--- src/rtl/irq_controller_if.sv ---
// Fetch-side handshake between irq_controller and the fetch/decode stages.
// master = controller side, slave = fetch side.
interface irq_controller_if;
   logic        irq_req;
   logic        irq_active;
   logic [1:0]  irq_src;
   logic [31:0] rdi_data;
   logic        irq_ack;
   logic        rti_in;

   modport master (
      output irq_req, irq_active, irq_src, rdi_data,
      input  irq_ack, rti_in
   );

   modport slave (
      input  irq_req, irq_active, irq_src, rdi_data,
      output irq_ack, rti_in
   );
endinterface

--- src/rtl/irq_controller.sv ---
// Two-source edge-triggered interrupt controller (key, eth; eth wins).
// Define IRQ_SYNC_EN to put a 2-flop synchronizer on each irq input.
module irq_controller (
   input  logic        clk,
   input  logic        rst_n,
   input  logic        irq_key_in,
   input  logic        irq_eth_in,
   input  logic [31:0] key_data_in,
   input  logic [31:0] eth_data_in,
   input  logic        irq_en,
   output logic [7:0]  drop_cnt,
   irq_controller_if.master fetch
);

   typedef enum logic [2:0] {
      IDLE    = 3'b001,
      REQ     = 3'b010,
      SERVICE = 3'b100
   } state_t;

   logic        key_s;
   logic        eth_s;

`ifdef IRQ_SYNC_EN
   logic [1:0]  key_sync;
   logic [1:0]  eth_sync;

   always_ff @(posedge clk or negedge rst_n) begin
      if (!rst_n) begin
         key_sync <= 2'b00;
         eth_sync <= 2'b00;
      end else begin
         key_sync <= {key_sync[0], irq_key_in};
         eth_sync <= {eth_sync[0], irq_eth_in};
      end
   end

   assign key_s = key_sync[1];
   assign eth_s = eth_sync[1];
`else
   assign key_s = irq_key_in;
   assign eth_s = irq_eth_in;
`endif

   // Bit 0 = key, bit 1 = eth; irq_src uses the same one-hot code.
   logic [1:0]  cur;
   logic [1:0]  prev;
   logic [1:0]  edg;
   logic [1:0]  pend;
   logic [1:0]  pend_nxt;
   logic [1:0]  clr;
   logic [1:0]  drop;
   logic [1:0]  cap;
   logic [8:0]  drop_sum;
   logic [31:0] key_buf;
   logic [31:0] eth_buf;

   state_t      state;
   state_t      state_nxt;
   logic        grant_ld;
   logic        src_clr;
   logic [1:0]  gsel;
   logic [1:0]  gsrc;
   logic [31:0] gdata;

   assign cur  = {eth_s, key_s};
   assign edg  = cur & ~prev;
   assign clr  = (state == REQ && fetch.irq_ack) ? gsrc : 2'b00;
   assign drop = edg & pend & ~clr;
   assign cap  = edg & ~drop;

   // An edge landing on its own ack clear keeps the bit pending.
   assign pend_nxt = (pend & ~clr) | edg;

   assign drop_sum = {1'b0, drop_cnt}
                   + {8'd0, drop[0]}
                   + {8'd0, drop[1]};

   assign gsel = pend[1] ? 2'b10 : 2'b01;

   always_comb begin
      state_nxt = state;
      grant_ld  = 1'b0;
      src_clr   = 1'b0;
      unique case (state)
         IDLE: begin
            if (irq_en && (|pend)) begin
               state_nxt = REQ;
               grant_ld  = 1'b1;
            end
         end
         REQ: begin
            if (fetch.irq_ack) begin
               state_nxt = SERVICE;
            end else if (!irq_en) begin
               state_nxt = IDLE;
               src_clr   = 1'b1;
            end
         end
         SERVICE: begin
            if (fetch.rti_in) begin
               state_nxt = IDLE;
               src_clr   = 1'b1;
            end
         end
         default: begin
            state_nxt = IDLE;
            src_clr   = 1'b1;
         end
      endcase
   end

   always_ff @(posedge clk or negedge rst_n) begin
      if (!rst_n) begin
         prev     <= 2'b00;
         pend     <= 2'b00;
         key_buf  <= 32'd0;
         eth_buf  <= 32'd0;
         drop_cnt <= 8'd0;
         state    <= IDLE;
         gsrc     <= 2'b00;
         gdata    <= 32'd0;
      end else begin
         prev     <= cur;
         pend     <= pend_nxt;
         drop_cnt <= drop_sum[8] ? 8'hff : drop_sum[7:0];
         state    <= state_nxt;
         if (cap[0]) key_buf <= key_data_in;
         if (cap[1]) eth_buf <= eth_data_in;
         if (grant_ld) begin
            gsrc  <= gsel;
            gdata <= pend[1] ? eth_buf : key_buf;
         end else if (src_clr) begin
            gsrc  <= 2'b00;
         end
      end
   end

   assign fetch.irq_req    = (state == REQ);
   assign fetch.irq_active = (state == SERVICE);
   assign fetch.irq_src    = gsrc;
   assign fetch.rdi_data   = gdata;

endmodule

--- src/flat_wrapper.sv ---
// flat-port wrapper written by rule: the top's interface ports become plain ports
module irq_controller_flat 
  (clk, rst_n, irq_key_in, irq_eth_in, key_data_in, eth_data_in, irq_en, drop_cnt, fetch_irq_req, fetch_irq_active, fetch_irq_src, fetch_rdi_data, fetch_irq_ack, fetch_rti_in);
  irq_controller_if fetch_i ();
  input  logic clk;
  input  logic rst_n;
  input  logic irq_key_in;
  input  logic irq_eth_in;
  input  logic [31:0] key_data_in;
  input  logic [31:0] eth_data_in;
  input  logic irq_en;
  output logic [7:0] drop_cnt;
  output wire logic [$bits(fetch_i.irq_req)-1:0] fetch_irq_req;
  output wire logic [$bits(fetch_i.irq_active)-1:0] fetch_irq_active;
  output wire logic [$bits(fetch_i.irq_src)-1:0] fetch_irq_src;
  output wire logic [$bits(fetch_i.rdi_data)-1:0] fetch_rdi_data;
  input wire logic [$bits(fetch_i.irq_ack)-1:0] fetch_irq_ack;
  input wire logic [$bits(fetch_i.rti_in)-1:0] fetch_rti_in;
  assign fetch_irq_req = fetch_i.irq_req;
  assign fetch_irq_active = fetch_i.irq_active;
  assign fetch_irq_src = fetch_i.irq_src;
  assign fetch_rdi_data = fetch_i.rdi_data;
  assign fetch_i.irq_ack = fetch_irq_ack;
  assign fetch_i.rti_in = fetch_rti_in;
  irq_controller u_core (.clk(clk), .rst_n(rst_n), .irq_key_in(irq_key_in), .irq_eth_in(irq_eth_in), .key_data_in(key_data_in), .eth_data_in(eth_data_in), .irq_en(irq_en), .drop_cnt(drop_cnt), .fetch(fetch_i));
endmodule
--- config.mk ---
export PLATFORM = sky130hd
export DESIGN_NAME = irq_controller_flat
export DESIGN_NICKNAME = d
export VERILOG_FILES = /design/src/rtl/irq_controller_if.sv /design/src/rtl/irq_controller.sv /design/src/flat_wrapper.sv
export SDC_FILE = /design/constraint.sdc
export NUM_CORES = 1
export LEC_CHECK = 0
export BUFFER_PORTS_ARGS = -buffer_cell sky130_fd_sc_hd__buf_2
export CAP_MARGIN = 10
export CORE_MARGIN = 5
export CORE_UTILIZATION = 40
export CTS_CLUSTER_SIZE = 28
export DETAILED_ROUTE_END_ITERATION = 6
export MAX_ROUTING_LAYER = met4
export PLACE_DENSITY = 0.63
export RECOVER_POWER = 100
export SYNTH_ARGS = -nofsm -noshare
export SYNTH_HDL_FRONTEND = slang
export SYNTH_SLANG_ARGS = --single-unit
--- constraint.sdc ---
create_clock -name clk -period 4.81 [get_ports clk]
set_clock_uncertainty 0.15 [all_clocks]
set_input_delay 0.481 -clock clk [delete_from_list [all_inputs] [get_ports clk]]
set_output_delay 0.481 -clock clk [all_outputs]
set_load 0.02 [all_outputs]
==> qor.csv <==
stage,metric,value,unit
drt,Routed Antenna Nets,0,
final_layout,Final #Nets,539,
floorplan,die height,120,um
worst_setup_path,critical path class,flip-flop to flip-flop,
drt,Avg WL per Cell,16.2,um
worst_setup_path,r2r setup slk,1.48,ns
global_route,global-route wire length before repair,16.9,mm
floorplan,core area,12000,um^2
final_layout,area grow syn2layout,21.8,%
power_and_ir_drop,switch share,31.3,%
power_and_ir_drop,Clk pwr share,35.4,%
place,routability congestion estimate,0.856,
clocking,hold_buf cts,0,
logic_synthesis,number of distinct library cells after synthesis,33,
drt,vias,2992,
clocking,H-tree lvl count,4,
logic_synthesis,syn_area_per_cell,14.0,um^2
power_and_ir_drop,Peak VDD IR,339,uV
worst_setup_path,Crit path arrival time,3.39,ns
logic_synthesis,register bit total from synthesis,113,
clocking,post_cts resized,0,
clocking,CTS Root Cell,clkbuf_16,
floorplan,num ports,115,
power_and_ir_drop,Static Leakage,2.98,nW
timing,max-slew violations,87,
drt,drt drc,0,
drt,Pre-antenna DRT Iters,4,
worst_hold_path,min-delay worst type,input pin to asynchronous set/reset pin,
logic_synthesis,"Net Count, Synth",420,
timing,Rel. slew slack,-64.1,%
final_layout,fillcell total,1099,
logic_synthesis,sequential share of the synthesized area,58.0,%
global_route,initial antenna violation count,0,
global_route,largest net degree at the start of global routing,68,
place,Port Buffers,114,
logic_synthesis,Post-Synthesis Cell Area,4870,um^2
clocking,CTS sink cnt,113,
timing,fin crit share,69.3,%
drt,drt total wl,10.1,mm
floorplan,Initial Utilization,40.7,%
power_and_ir_drop,Final Power,3.89,mW
global_route,GRT Overall Usage,15.4,%
clocking,Longest Clk Path Bufs,2,
floorplan,DIE WIDTH,120,um
drt,routed vias/inst,4.77,
drt,drt first-iter violations,190,
power_and_ir_drop,Pwr per Cell Area,655,nW/um^2
place,hpwl dp,7.00,mm
clocking,worst skew pair latency,0.40,ns
final_layout,Finished Cell Area,5940,um^2
global_route,grt ovf,0,
timing,RSZ-0062 raised after global routing,no,
timing,minimum clock period,3.33,ns
floorplan,Rows,40,
timing,Fin. Hold Viols,0,
place,Place WS,2.07,ns
logic_synthesis,Post-Synthesis Cells,348,
clocking,CTS tree,done,
timing,final number of setup-violating endpoints,0,
worst_setup_path,Worst setup EP type,flip-flop,
timing,setup ws final,1.48,ns
logic_synthesis,Synth warnings,0,
global_route,vias in the first global route,3293,
final_layout,layout cells sized above 1,26.3,%
clocking,"CTS clk-pin slew, worst paths",0.05,ns
timing,actual slew at the worst max-slew pin,2.46,ns
worst_setup_path,Worst Path Required,4.87,ns
clocking,CTS buffer count,17,
final_layout,Antenna diodes,0,
power_and_ir_drop,internal power,2.67,mW
power_and_ir_drop,Switch Pwr,1.22,mW
floorplan,DIE AREA,14500,um^2
timing,fmax,300,MHz
job,Max Cap Viol,2,
worst_setup_path,"critical path fanouts, max",38,
status,failing checks,"max-capacitance violations, max-slew violations",
power_and_ir_drop,Reg power frac,40.1,%
place,Area after DPL,5560,um^2
clocking,Post-CTS Setup Inserts,0,
status,outcome,finished with violations,
worst_setup_path,Worst setup SP type,flip-flop,
power_and_ir_drop,Comb pwr share,24.5,%
timing,Fin Setup TNS,0,ns
## synthesized netlist by cell type, drive strengths merged
cell / number / area (um^2)
fa: 1 / 20.0
a21o: 1 / 7.51
nand2: 38 / 143
dfrtp: 112 / 2800
and3: 1 / 6.26
dfstp: 1 / 26.3
and4bb: 1 / 16.3
xnor2: 2 / 17.5
inv: 4 / 15.0
and4b: 1 / 10.0
o21a: 1 / 7.51
o2111ai: 1 / 8.76
a21oi: 6 / 33.8
o211ai: 3 / 22.5
mux2i: 32 / 320
a31o: 2 / 17.5
mux2: 64 / 946
nor2: 4 / 15.0
o21ai: 35 / 175
nand3: 2 / 10.0
and2: 1 / 6.26
nor3b: 1 / 7.51
nand2b: 3 / 18.8
clkbuf: 5 / 18.8
buf: 14 / 119
or2: 2 / 12.5
a21boi: 1 / 11.3
nor2b: 8 / 50.1
o31a: 1 / 8.76
## path summary, 6_finish.rpt
path	start	endpoint	cells after the start
setup / recovery	u_core.pend[1]	u_core.fetch.rdi_data[5]	3
hold reg to reg	u_core.fetch.rdi_data[15]	u_core.fetch.rdi_data[15]	2
min in group clk	irq_key_in	u_core.prev[0]	1
setup reg to reg	u_core.pend[1]	u_core.fetch.rdi_data[5]	3
max in group asynchronous	rst_n	u_core.fetch.rdi_data[28]	2
hold / removal	rst_n	u_core.eth_buf[6]	1
## power by group through the flow
stage	logic [mW]	clock network (mW)	registers, mW
after floorplan	0.642	0	1.71
after global placement	1.13	0	1.56
after detailed placement	1.16	0	1.58
after CTS	1.16	1.41	1.57
after global routing	1.07	1.46	1.61
final	0.953	1.38	1.56
## cell usage in the layout, fill, tap and decap left out, types with 3 or more instances in the layout
master,netlist,final
o211ai_1,3,3
clkbuf_1,5,48
nand2b_1,3,3
clkbuf_16,0,17
clkbuf_8,0,7
mux2i_1,32,32
a21oi_1,5,6
nand2_1,38,38
dfrtp_1,112,112
mux2_4,60,4
buf_4,0,3
bufinv_16,0,4
nor2b_1,8,7
inv_1,4,4
mux2_2,4,12
o21ai_0,35,35
nor2_1,4,4
mux2_1,0,48
buf_2,5,68
## state kept, by name, summed over array words and instances, names as in the netlist
| register | cells |
|---|---|
| u_core.key_buf | 32 |
| u_core.state | 3 |
| u_core.fetch.irq_src | 2 |
| u_core.drop_cnt | 8 |
| u_core.pend | 2 |
| u_core.prev | 2 |
| u_core.fetch.rdi_data | 32 |
| u_core.eth_buf | 32 |
## through the flow
step	hold WS [ns]	utilization (%)	instances
6_report	0.0249	49.6	627
5_1_grt	0.0219	49.6	627
4_1_cts	0.0259	52.1	627
3_5_place_dp	0.315	46.5	595
3_3_place_gp	0.305	46.5	595
2_1_floorplan	0.0354	-	348
## critical path: stages (launching register included)
cell and delay (ns):
dfrtp_1 0.69, o2111ai_4 0.82, clkbuf_1 1.17, o21ai_0 0.28
## layer usage
layer / GRT usage (%) / vias up / wire (um) / part of all wire (%)
met5: - / - / 0 / 0
met1: 19.9 / 1446 / 4750 / 47
met2: 22.7 / 87 / 4630 / 46
met4: 4.89 / 0 / 126 / 1.2
li1: - / 1447 / - / -
met3: 5.66 / 12 / 628 / 6.2
## cell families after synthesis
kind of cell	after synthesis	synth area share (%)
AND/OR/NAND/NOR	62	6.06
XOR/XNOR	2	0.360
buffers and inverters	23	3.13
multiplexers	96	26.0
AO/OA/AOI/OAI	51	6.01
adder cells (fa/ha/maj)	1	0.411
flip-flops	113	58.0
## final cells by class
class,instances,area [um^2],share of cell area [%]
Inverter,4,15.0,0.253
Multi-Input combinational cell,212,1700,28.6
Tap cell,147,184,3.10
Sequential cell,113,2830,47.6
Clock buffer,24,522,8.79
Timing Repair Buffer,119,543,9.14
Clock inverter,8,146,2.47
No activity file was read; power rests on OpenSTA's default activity.
